File: src/rtl/conv_pkg.sv
// Shared constants, pixel type and width helper for the convolution window path.
package conv_pkg;

  localparam int unsigned CONV_K       = 3;
  localparam int unsigned CONV_D_WIDTH = 8;
  localparam int unsigned WIN_ELEMS    = CONV_K * CONV_K;

  typedef logic signed [CONV_D_WIDTH-1:0] pixel_t;

  // Bits needed to index n distinct values (n >= 1).
  function automatic int unsigned clog2(input int unsigned n);
    int unsigned v;
    int unsigned r;
    v = (n > 0) ? n - 1 : 0;
    r = 0;
    while (v > 0) begin
      r = r + 1;
      v = v >> 1;
    end
    return r;
  endfunction

endpackage

File: src/rtl/conv_window_buffer_line_buffer.sv
// Fixed-depth delay line that advances one slot per shift enable.
module line_buffer #(
  parameter int unsigned DEPTH = 28,
  parameter int unsigned WIDTH = 8
) (
  input  logic             clk,
  input  logic             i_shift_en,
  input  logic [WIDTH-1:0] i_data,
  output logic [WIDTH-1:0] o_data
);

  logic [WIDTH-1:0] r_mem [DEPTH];

  // Pixel storage only; contents after reset are don't-care.
  always_ff @(posedge clk) begin
    if (i_shift_en) begin
      r_mem[0] <= i_data;
      for (int unsigned i = 1; i < DEPTH; i++) begin
        r_mem[i] <= r_mem[i-1];
      end
    end
  end

  assign o_data = r_mem[DEPTH-1];

endmodule

File: src/rtl/conv_window_buffer.sv
// Raster-order KxK sliding-window generator with a one-entry output skid.
// Optional CONV_WINDOW_FRAME_END_EN adds frame_last, flagging the final window of a frame.
module conv_window_buffer
  import conv_pkg::*;
#(
  parameter int unsigned K          = CONV_K,
  parameter int unsigned D_WIDTH    = CONV_D_WIDTH,
  parameter int unsigned IMG_WIDTH  = 28,
  parameter int unsigned IMG_HEIGHT = 28
) (
  input  logic                         clk,
  input  logic                         rst_n,
  input  logic                         in_valid,
  output logic                         in_ready,
  input  logic [D_WIDTH-1:0]           in_data,
  output logic                         out_valid,
  input  logic                         out_ready,
  output logic [D_WIDTH*K*K-1:0]       out_window,
  output logic [clog2(IMG_HEIGHT)-1:0] out_row,
  output logic [clog2(IMG_WIDTH)-1:0]  out_col
`ifdef CONV_WINDOW_FRAME_END_EN
  ,
  output logic                         frame_last
`endif
);

  localparam int unsigned ROW_W = clog2(IMG_HEIGHT);
  localparam int unsigned COL_W = clog2(IMG_WIDTH);
  localparam int unsigned NLB   = K - 1;

  logic                   w_accept;
  logic                   w_emit;
  logic                   w_col_last;
  logic                   w_row_last;
  logic [ROW_W-1:0]       r_row;
  logic [COL_W-1:0]       r_col;
  logic [D_WIDTH-1:0]     w_lb_in    [NLB];
  logic [D_WIDTH-1:0]     w_lb_out   [NLB];
  logic [D_WIDTH-1:0]     w_col_new  [K];
  logic [D_WIDTH-1:0]     r_win      [K][K];
  logic [D_WIDTH-1:0]     w_win_next [K][K];
  logic [D_WIDTH*K*K-1:0] w_flat;

  assign in_ready   = !out_valid || out_ready;
  assign w_accept   = in_valid && in_ready;
  assign w_col_last = (r_col == COL_W'(IMG_WIDTH - 1));
  assign w_row_last = (r_row == ROW_W'(IMG_HEIGHT - 1));
  assign w_emit     = w_accept && (r_row >= ROW_W'(K - 1)) && (r_col >= COL_W'(K - 1));

  // Line buffer j delivers the pixel (j+1) rows above the incoming one.
  for (genvar j = 0; j < NLB; j++) begin : g_lb
    if (j == 0) begin : g_head
      assign w_lb_in[j] = in_data;
    end else begin : g_tail
      assign w_lb_in[j] = w_lb_out[j-1];
    end
    line_buffer #(
      .DEPTH (IMG_WIDTH),
      .WIDTH (D_WIDTH)
    ) u_line_buffer (
      .clk        (clk),
      .i_shift_en (w_accept),
      .i_data     (w_lb_in[j]),
      .o_data     (w_lb_out[j])
    );
  end

  // New rightmost column, oldest row at index 0.
  always_comb begin
    for (int unsigned r = 0; r < K; r++) begin
      w_col_new[r] = in_data;
    end
    for (int unsigned r = 0; r < NLB; r++) begin
      w_col_new[r] = w_lb_out[NLB-1-r];
    end
  end

  always_comb begin
    for (int unsigned r = 0; r < K; r++) begin
      for (int unsigned c = 0; c < K - 1; c++) begin
        w_win_next[r][c] = r_win[r][c+1];
      end
      w_win_next[r][K-1] = w_col_new[r];
    end
  end

  always_comb begin
    w_flat = '0;
    for (int unsigned r = 0; r < K; r++) begin
      for (int unsigned c = 0; c < K; c++) begin
        w_flat[D_WIDTH*(r*K+c) +: D_WIDTH] = w_win_next[r][c];
      end
    end
  end

  // Window storage; only trusted once a full KxK region has been shifted in.
  always_ff @(posedge clk) begin
    if (w_accept) begin
      r_win <= w_win_next;
    end
  end

  always_ff @(posedge clk or negedge rst_n) begin
    if (!rst_n) begin
      r_row <= '0;
      r_col <= '0;
    end else if (w_accept) begin
      if (w_col_last) begin
        r_col <= '0;
        r_row <= w_row_last ? '0 : r_row + ROW_W'(1);
      end else begin
        r_col <= r_col + COL_W'(1);
      end
    end
  end

  // Output skid: hold under backpressure, refill on the same cycle it drains.
  always_ff @(posedge clk or negedge rst_n) begin
    if (!rst_n) begin
      out_valid  <= 1'b0;
      out_window <= '0;
      out_row    <= '0;
      out_col    <= '0;
    end else if (w_emit) begin
      out_valid  <= 1'b1;
      out_window <= w_flat;
      out_row    <= r_row - ROW_W'(K - 1);
      out_col    <= r_col - COL_W'(K - 1);
    end else if (out_ready) begin
      out_valid  <= 1'b0;
    end
  end

`ifdef CONV_WINDOW_FRAME_END_EN
  always_ff @(posedge clk or negedge rst_n) begin
    if (!rst_n) begin
      frame_last <= 1'b0;
    end else if (w_emit) begin
      frame_last <= w_row_last && w_col_last;
    end else if (out_ready) begin
      frame_last <= 1'b0;
    end
  end
`endif

endmodule
File: config.mk
export PLATFORM = sky130hd
export DESIGN_NAME = conv_window_buffer
export DESIGN_NICKNAME = d
export VERILOG_FILES = /design/src/rtl/conv_pkg.sv /design/src/rtl/conv_window_buffer_line_buffer.sv /design/src/rtl/conv_window_buffer.sv
export SDC_FILE = /design/constraint.sdc
export NUM_CORES = 1
export LEC_CHECK = 0
export ABC_CLOCK_PERIOD_IN_PS = 10350
export CORE_AREA = 2 2 216 218
export CTS_BUF_LIST = sky130_fd_sc_hd__clkbuf_4 sky130_fd_sc_hd__clkbuf_8 sky130_fd_sc_hd__clkbuf_16
export CTS_CLUSTER_SIZE = 40
export DETAILED_ROUTE_END_ITERATION = 6
export DIE_AREA = 0 0 218 220
export GPL_ROUTABILITY_DRIVEN = 0
export GPL_TIMING_DRIVEN = 0
export SLEW_MARGIN = 15
export SYNTH_ARGS = -nofsm -noshare
export SYNTH_HDL_FRONTEND = slang
export SYNTH_SLANG_ARGS = --single-unit
File: constraint.sdc
create_clock -name clk -period 10.35 [get_ports clk]
set_input_delay 2.07 -clock clk [delete_from_list [all_inputs] [get_ports clk]]
set_output_delay 2.07 -clock clk [all_outputs]
set_load 0.02 [all_outputs]
==> results of run 1 <==
power by group:
part / internal [mW] / leakage (nW) / switching, mW / total (mW)
combinational: 0.604 / 1.33 / 0.564 / 1.17
sequential: 3.02 / 5.67 / 0.195 / 3.22
clock: 1.14 / 0.894 / 0.765 / 1.91
critical path, cell delays in order:
cell	delay, ps
sky130_fd_sc_hd__clkdlybuf4s50_1	410
sky130_fd_sc_hd__nor2b_1	360
sky130_fd_sc_hd__inv_2	110
sky130_fd_sc_hd__clkdlybuf4s50_1	560
state kept, by name, indices dropped and copies added, names as in the netlist:
register	cells
out_window	72
out_valid	1
out_row	5
r_col	5
g_lb.u_line_buffer.r_mem	420
r_win	44
r_row	5
out_col	5
logic make-up (layout without fill, tap and decap cells):
group,after synthesis,in the layout,synth area share
adders and majority gates,8,8,0.00555
muxes,83,83,0.0675
AOI/OAI and AO/OA,17,17,0.00833
buffers and inverters,24,233,0.00860
xor gates and xnor gates,4,4,0.00194
and+or+nand+nor,22,22,0.00645
DFF,557,557,0.902
cells in the mapped netlist:
library cell                instances
sky130_fd_sc_hd__ha_1               8
sky130_fd_sc_hd__a2111oi_4          2
sky130_fd_sc_hd__inv_2              2
sky130_fd_sc_hd__clkbuf_1           1
sky130_fd_sc_hd__nor3_1             3
sky130_fd_sc_hd__xor2_1             4
sky130_fd_sc_hd__mux2i_1            2
sky130_fd_sc_hd__mux2_4            76
sky130_fd_sc_hd__nor2_1             4
sky130_fd_sc_hd__edfxtp_1         464
sky130_fd_sc_hd__a21oi_1            3
sky130_fd_sc_hd__a32o_1             1
sky130_fd_sc_hd__mux2_1             4
sky130_fd_sc_hd__o21ai_0            6
sky130_fd_sc_hd__a31oi_1            2
sky130_fd_sc_hd__buf_6              8
sky130_fd_sc_hd__inv_1             11
sky130_fd_sc_hd__o31ai_1            1
sky130_fd_sc_hd__nand2_1            5
sky130_fd_sc_hd__buf_4              1
sky130_fd_sc_hd__dfrtp_1           93
sky130_fd_sc_hd__and4b_1            1
sky130_fd_sc_hd__nand4_1            1
sky130_fd_sc_hd__mux2_2             1
sky130_fd_sc_hd__nand3_1            4
sky130_fd_sc_hd__nor4_2             1
sky130_fd_sc_hd__o32a_1             2
sky130_fd_sc_hd__or3_1              2
sky130_fd_sc_hd__nor2b_1            1
sky130_fd_sc_hd__buf_2              1
metal layers:
layer / up-vias / share of wire / global-route usage
met3: 47 / 0.065 / 0.0329
met1: 3578 / 0.50 / 0.158
li1: 3129 / - / -
met4: 0 / 0.024 / 0.0333
met2: 178 / 0.41 / 0.146
met5: - / 0 / 0
worst max-delay path by stage:
stage	from	end	slack, ps
after global routing	out_ready	in_ready	4720
after floorplan	out_ready	g_lb[0].u_line_buffer.r_mem[0][100]	330
after CTS	out_ready	in_ready	4780
final	out_ready	in_ready	4780
after detailed placement	out_ready	in_ready	4790
after global placement	out_ready	g_lb[0].u_line_buffer.r_mem[0][99]	-2780
per-stage QoR:
stage                     hold WS [ps]  cell area (um2)  std cells  setup TNS, ps
after floorplan                    400            18000        715              0
after global placement             403            19700       1417       -1276600
final                              411            21800       1531              0
after global routing               419            21800       1531              0
after CTS                          415            21800       1531              0
after detailed placement           405            20100       1432              0
final cells by class:
class                   instances  area [um2]
clock inverters                19         168
repair buffers                110        1270
well taps                     607         759
plain buffers                  11         106
multi-input cells             134        1620
fillers                      3772       24000
inverters                      13        52.6
flip-flops and latches        557       16300
clock buffers                  80        1600
==> insert_results.sql, run 1 <==
INSERT INTO impl_metrics (metric_group, metric, value, unit) VALUES
('layout', 'layout_commonest_cell', 'sky130_fd_sc_hd__edfxtp_1', ''),
('hold_path', 'hold_path_class', 'flop to flop', ''),
('placement', 'numPortBuffers', '95', ''),
('yosys', 'netlist.top_cell.by_area', 'sky130_fd_sc_hd__edfxtp_1', ''),
('global_route', 'initial_antenna_violation_count', '1', ''),
('global_route', 'grt_first_pass_wirelength', '39900', 'um'),
('setup_path', 'ff2ff_setup_slack', '7200', 'ps'),
('die', 'chipHeight', '220', 'um'),
('setup_path', 'timing.critical_path.from_type', 'input pin', ''),
('sta', 'unrepaired_setup_endpoints_after_global_routing', 'false', ''),
('setup_path', 'critPathKind', 'input pin to output port', ''),
('route', 'final_antenna_net_count', '0', ''),
('hold_path', 'hp-start', 'g_lb[1].u_line_buffer.r_mem[1][33]', ''),
('placement', 'dpl_worst_slack', '4790', 'ps'),
('setup_path', 'crit_path_max_fanout', '3', ''),
('setup_path', 'timing.rr.start', 'out_valid', ''),
('setup_path', 'required', '8280', 'ps'),
('hold_path', 'min_delay_path_depth', '0', ''),
('layout', 'layout-area-overhead-vs-synth', '21.1', '%'),
('route', 'num_vias', '6932', ''),
('pwr', 'ir_worst_vdd', '0.000166', 'V'),
('job', 'cap_violations', '0', ''),
('clocking', 'cts.htree.levels', '2', ''),
('clocking', 'cts_inserted_buffers', '53', ''),
('layout', 'nets', '900', ''),
('sta', 'portion_of_the_clock_cycle_consumed_by_the_worst_path_in_the_final_layout', '0.539', ''),
('clocking', 'cts.reportedPaths.clkPinSlew', '60', 'ps'),
('global_route', 'grt_start_max_net_pins', '49', ''),
('yosys', 'synth.ff_latch_count', '557', ''),
('hold_path', 'whs_endpoint', 'g_lb[1].u_line_buffer.r_mem[1][41]', ''),
('route', 'wl_per_cell', '16.2', 'um'),
('die', 'num_io_pins', '96', ''),
('yosys', 'post_synth_instance_area', '18000', 'um2'),
('sta', 'finalWorstSetupSlack', '4780', 'ps'),
('route', 'routed_wirelength', '24900', 'um'),
('clocking', 'cts.sink_count', '557', ''),
('setup_path', 'worst-endpoint-arrival', '3500', 'ps'),
('layout', 'antenna_cells_inserted', '0', ''),
('clocking', 'cts-hold-fix-buffers', '0', ''),
('yosys', 'yosys.cell_types.count', '30', ''),
('route', 'post-route-drc-count', '0', ''),
('route', 'drt-pass1-iter-count', '6', ''),
('clocking', 'cts-root-to-sink-buffers', '3', ''),
('die', 'fp.dieW', '218', 'um'),
('clocking', 'insertion_delay', '560', 'ps'),
('sta', 'post-route-min-period', '5570', 'ps'),
('yosys', 'yosys_warnings', '0', ''),
('sta', 'timing.fmax', '0.179', 'GHz'),
('sta', 'worst_slew_pin_slew', '654', 'ps'),
('pwr', 'total_power', '6.29', 'mW'),
('die', 'die_ar', '48000', 'um2'),
('run_status', 'run_status', 'finished, final reports clean', ''),
('setup_path', 'setup_crit_end_kind', 'output port', ''),
('sta', 'slew_headroom', '0.560', ''),
('sta', 'hold_violations', '0', ''),
('die', 'initial_utilization', '0.393', ''),
('route', 'drt_iter0_drc', '574', ''),
('sta', 'timing_max_transition_violations_final', '0', ''),
('pwr', 'powerDensity', '288', 'nW/um2'),
('yosys', 'synthesis.instances', '715', ''),
('yosys', 'synth-seq-area-share', '0.902', ''),
('setup_path', 'worst_r2r_endpoint', 'g_lb[0].u_line_buffer.r_mem[1][11]', ''),
('pwr', 'static-leakage-power', '7.90', 'nW'),
('clocking', 'cts_tree', 'yes', ''),
('sta', 'worst_clock_skew', '7.88', 'ps'),
('clocking', 'cts.repair_timing.setup_buffer_count', '0', ''),
('yosys', 'synth.top_cells.by_area', 'sky130_fd_sc_hd__edfxtp_1 (77%), sky130_fd_sc_hd__dfrtp_1 (13%), sky130_fd_sc_hd__mux2_4 (6.3%)', ''),
('global_route', 'grt-ovfl-total', '0', ''),
('layout', 'mostFrequentLayoutCells', 'sky130_fd_sc_hd__edfxtp_1 (464), sky130_fd_sc_hd__clkdlybuf4s50_1 (94), sky130_fd_sc_hd__dfrtp_1 (93)', ''),
('global_route', 'grt_pass1_vias', '7143', ''),
('yosys', 'synth_fp_nets', '735', '');
No activity file was read; power rests on OpenSTA's default activity.
==> run 2, diff against run 1 <==
ABC_CLOCK_PERIOD_IN_PS = 4900   (was 10350)
clock period = 4.9 ns   (was 10.35 ns; I/O delays follow)
==> insert_results.sql, run 2 (same netlist as run 1, synthesis figures left out) <==
INSERT INTO impl_metrics (metric_group, metric, value, unit) VALUES
('run_status', 'run_status', 'finished, final reports clean', ''),
('layout', 'layout_utilization', '0.473', ''),
('die', 'die_ar', '48000', 'um2'),
('layout', 'largest_register_ffs', '420', ''),
('placement', 'detailedPlacementHpwl', '13800', 'um'),
('clocking', 'cts.repair.resized', '0', ''),
('sta', 'worst_clock_skew', '23.9', 'ps'),
('setup_path', 'critical_path_cell_by_cell', 'clkdlybuf4s50_1 -> nor2b_4 -> inv_4 -> clkdlybuf4s50_1', ''),
('layout', 'layout.filler_cells', '3765', ''),
('sta', 'finalSetupViolations', '0', ''),
('die', 'placementRows', '79', ''),
('die', 'initial_utilization', '0.393', ''),
('setup_path', 'critPathBufInv', '3', ''),
('sta', 'setup_tns', '0', 'ps'),
('route', 'num_vias', '6866', ''),
('clocking', 'cts_inserted_buffers', '51', ''),
('pwr', 'static-leakage-power', '7.81', 'nW'),
('clocking', 'cts-hold-fix-buffers', '0', ''),
('global_route', 'grt-ovfl-total', '0', ''),
('setup_path', 'delay_heaviest_family_cp', 'buffers and inverters', ''),
('job', 'cap_violations', '0', ''),
('sta', 'timing.fmax', '0.310', 'GHz'),
('pwr', 'net-switching-power', '3.21', 'mW'),
('clocking', 'cts.sink_count', '557', ''),
('sta', 'hold_violations', '0', ''),
('die', 'core', '45900', 'um2'),
('clocking', 'cts_tree', 'yes', ''),
('setup_path', 'timing.critical_path.from_type', 'input pin', ''),
('global_route', 'grt_pass1_vias', '6949', ''),
('pwr', 'power_report.internal_total', '9.90', 'mW'),
('sta', 'unrepaired_setup_endpoints_after_global_routing', 'false', ''),
('setup_path', 'crit_path_max_fanout', '3', ''),
('hold_path', 'hold_path_class', 'input pin to asynchronous set/reset pin', ''),
('global_route', 'grt_start_max_net_pins', '53', ''),
('layout', 'biggestRegsByFlops', 'g_lb.u_line_buffer.r_mem (420), out_window (72), r_win (44)', ''),
('sta', 'slew_headroom', '0.515', ''),
('route', 'routed_wirelength', '24700', 'um'),
('die', 'fp.dieW', '218', 'um'),
('layout', 'nets', '897', ''),
('layout', 'regMostFlops', 'g_lb.u_line_buffer.r_mem', ''),
('sta', 'worst_slew_pin_slew', '721', 'ps'),
('clocking', 'cts.root.buffer_cell', 'sky130_fd_sc_hd__clkbuf_16', ''),
('layout', 'layout_commonest_cell', 'sky130_fd_sc_hd__edfxtp_1', ''),
('route', 'final_antenna_net_count', '0', ''),
('setup_path', 'critPathKind', 'input pin to output port', ''),
('pwr', 'share_clk_of_total_power', '0.294', ''),
('clocking', 'cts-root-to-sink-buffers', '3', ''),
('placement', 'numPortBuffers', '95', ''),
('setup_path', 'crit_path_max_incr_delay', '610', 'ps'),
('route', 'wl_per_cell', '16.2', 'um'),
('global_route', 'global_route_usage_over_all_layers', '0.106', ''),
('die', 'chipHeight', '220', 'um'),
('pwr', 'p_seq_frac', '0.518', ''),
('global_route', 'initial_antenna_violation_count', '0', ''),
('pwr', 'p_sw_frac', '0.245', ''),
('clocking', 'insertion_delay', '560', 'ps'),
('sta', 'post-route-min-period', '3220', 'ps'),
('clocking', 'cts.reportedPaths.clkPinSlew', '60', 'ps'),
('route', 'post-route-drc-count', '0', ''),
('pwr', 'powerDensity', '604', 'nW/um2'),
('sta', 'portion_of_the_clock_cycle_consumed_by_the_worst_path_in_the_final_layout', '0.658', ''),
('global_route', 'grt_first_pass_wirelength', '39700', 'um'),
('pwr', 'combinational_group_share_of_total_power', '0.188', ''),
('setup_path', 'crit_top_cell', 'sky130_fd_sc_hd__clkdlybuf4s50_1', ''),
('setup_path', 'worst-endpoint-arrival', '2240', 'ps'),
('layout', 'finalNonFillerCells', '1522', ''),
('layout', 'mostFrequentLayoutCells', 'sky130_fd_sc_hd__edfxtp_1 (464), sky130_fd_sc_hd__clkdlybuf4s50_1 (94), sky130_fd_sc_hd__dfrtp_1 (93)', ''),
('setup_path', 'required', '3920', 'ps'),
('layout', 'layout-area-overhead-vs-synth', '20.2', '%'),
('die', 'num_io_pins', '96', ''),
('layout', 'layout_cells_sized_above_1', '0.210', ''),
('setup_path', 'setup_crit_end_kind', 'output port', ''),
('layout', 'antenna_cells_inserted', '0', ''),
('route', 'drt-pass1-iter-count', '6', ''),
('route', 'detail_route.vias_per_cell', '4.51', ''),
('pwr', 'ir_worst_vdd', '0.000363', 'V'),
('sta', 'timing_max_transition_violations_final', '0', ''),
('placement', 'placed_cells', '1431', ''),
('clocking', 'cts.repair_timing.setup_buffer_count', '0', ''),
('clocking', 'cts.htree.levels', '2', ''),
('setup_path', 'cp_slowest_cell', 'sky130_fd_sc_hd__clkdlybuf4s50_1', ''),
('pwr', 'total_power', '13.1', 'mW'),
('route', 'drt_iter0_drc', '523', '');
## run 2: cell count changes in the layout (fill, tap and decap cells not counted), moves of 4 or more
cell	before	now
sky130_fd_sc_hd__clkbuf_8	6	0
sky130_fd_sc_hd__clkinv_2	7	11
sky130_fd_sc_hd__clkbuf_16	55	51
sky130_fd_sc_hd__clkbuf_4	19	13
## run 2: worst reg2reg max path: stages (launching register included)
cell                         delay (ps)
sky130_fd_sc_hd__dfrtp_1            380
sky130_fd_sc_hd__nor2b_4            150
sky130_fd_sc_hd__inv_4               70
sky130_fd_sc_hd__nand2_4             80
sky130_fd_sc_hd__clkinvlp_4         200
sky130_fd_sc_hd__buf_12             250
sky130_fd_sc_hd__buf_12             290
sky130_fd_sc_hd__buf_12             260
sky130_fd_sc_hd__buf_12             270
## run 2: power groups by stage
stage                     registers, mW  clock network [mW]  logic (mW)
after floorplan                    7.32                   0        1.07
after global placement             7.08                   0        2.38
after detailed placement           6.87                   0        2.51
after CTS                          6.81                4.00        2.51
after global routing               6.91                4.19        2.64
final                              6.79                3.85        2.46
## run 2: through the flow
| stage | hold WS (ps) | cell area (um2) | setup slack, ps |
|---|---|---|---|
| 2_1_floorplan | 400 | 18100 | -3770 |
| 4_1_cts | 346 | 21700 | 1680 |
| 5_1_grt | 365 | 21700 | 1650 |
| 3_3_place_gp | 401 | 19800 | -6740 |
| 6_report | 366 | 21700 | 1680 |
| 3_5_place_dp | 405 | 20100 | 1600 |
## run 2: worst paths after layout
check / start / to / slack [ps] / cells past startpoint
hold reg to reg: g_lb[0].u_line_buffer.r_mem[1][52] / g_lb[0].u_line_buffer.r_mem[1][60] / 410 / 0
setup reg to reg: out_valid / g_lb[0].u_line_buffer.r_mem[0][107] / 2660 / 8
hold / removal: rst_n / out_row[3] / 370 / 1
min in group clk: g_lb[0].u_line_buffer.r_mem[1][52] / g_lb[0].u_line_buffer.r_mem[1][60] / 410 / 0
max in group asynchronous: rst_n / out_window[38] / 3890 / 2
setup / recovery: out_ready / in_ready / 1680 / 4
## run 2: cell type report
cell class                 count  area (um2)  area share
clock inverter                27         256      0.0118
clock buffer                  64        1370      0.0634
buffer                        11         106     0.00490
inverter                      13        55.1     0.00254
timing repair buffer         109        1240      0.0572
sequential                   557       16300       0.750
tap                          607         759      0.0350
multi-input combinational    134        1630      0.0754
## run 2: routing by layer
| layer | track usage | routed length [um] |
|---|---|---|
| met2 | 0.137 | 9950 |
| met4 | 0.0372 | 529 |
| met5 | 0 | 0 |
| met1 | 0.164 | 12600 |
| met3 | 0.0346 | 1640 |
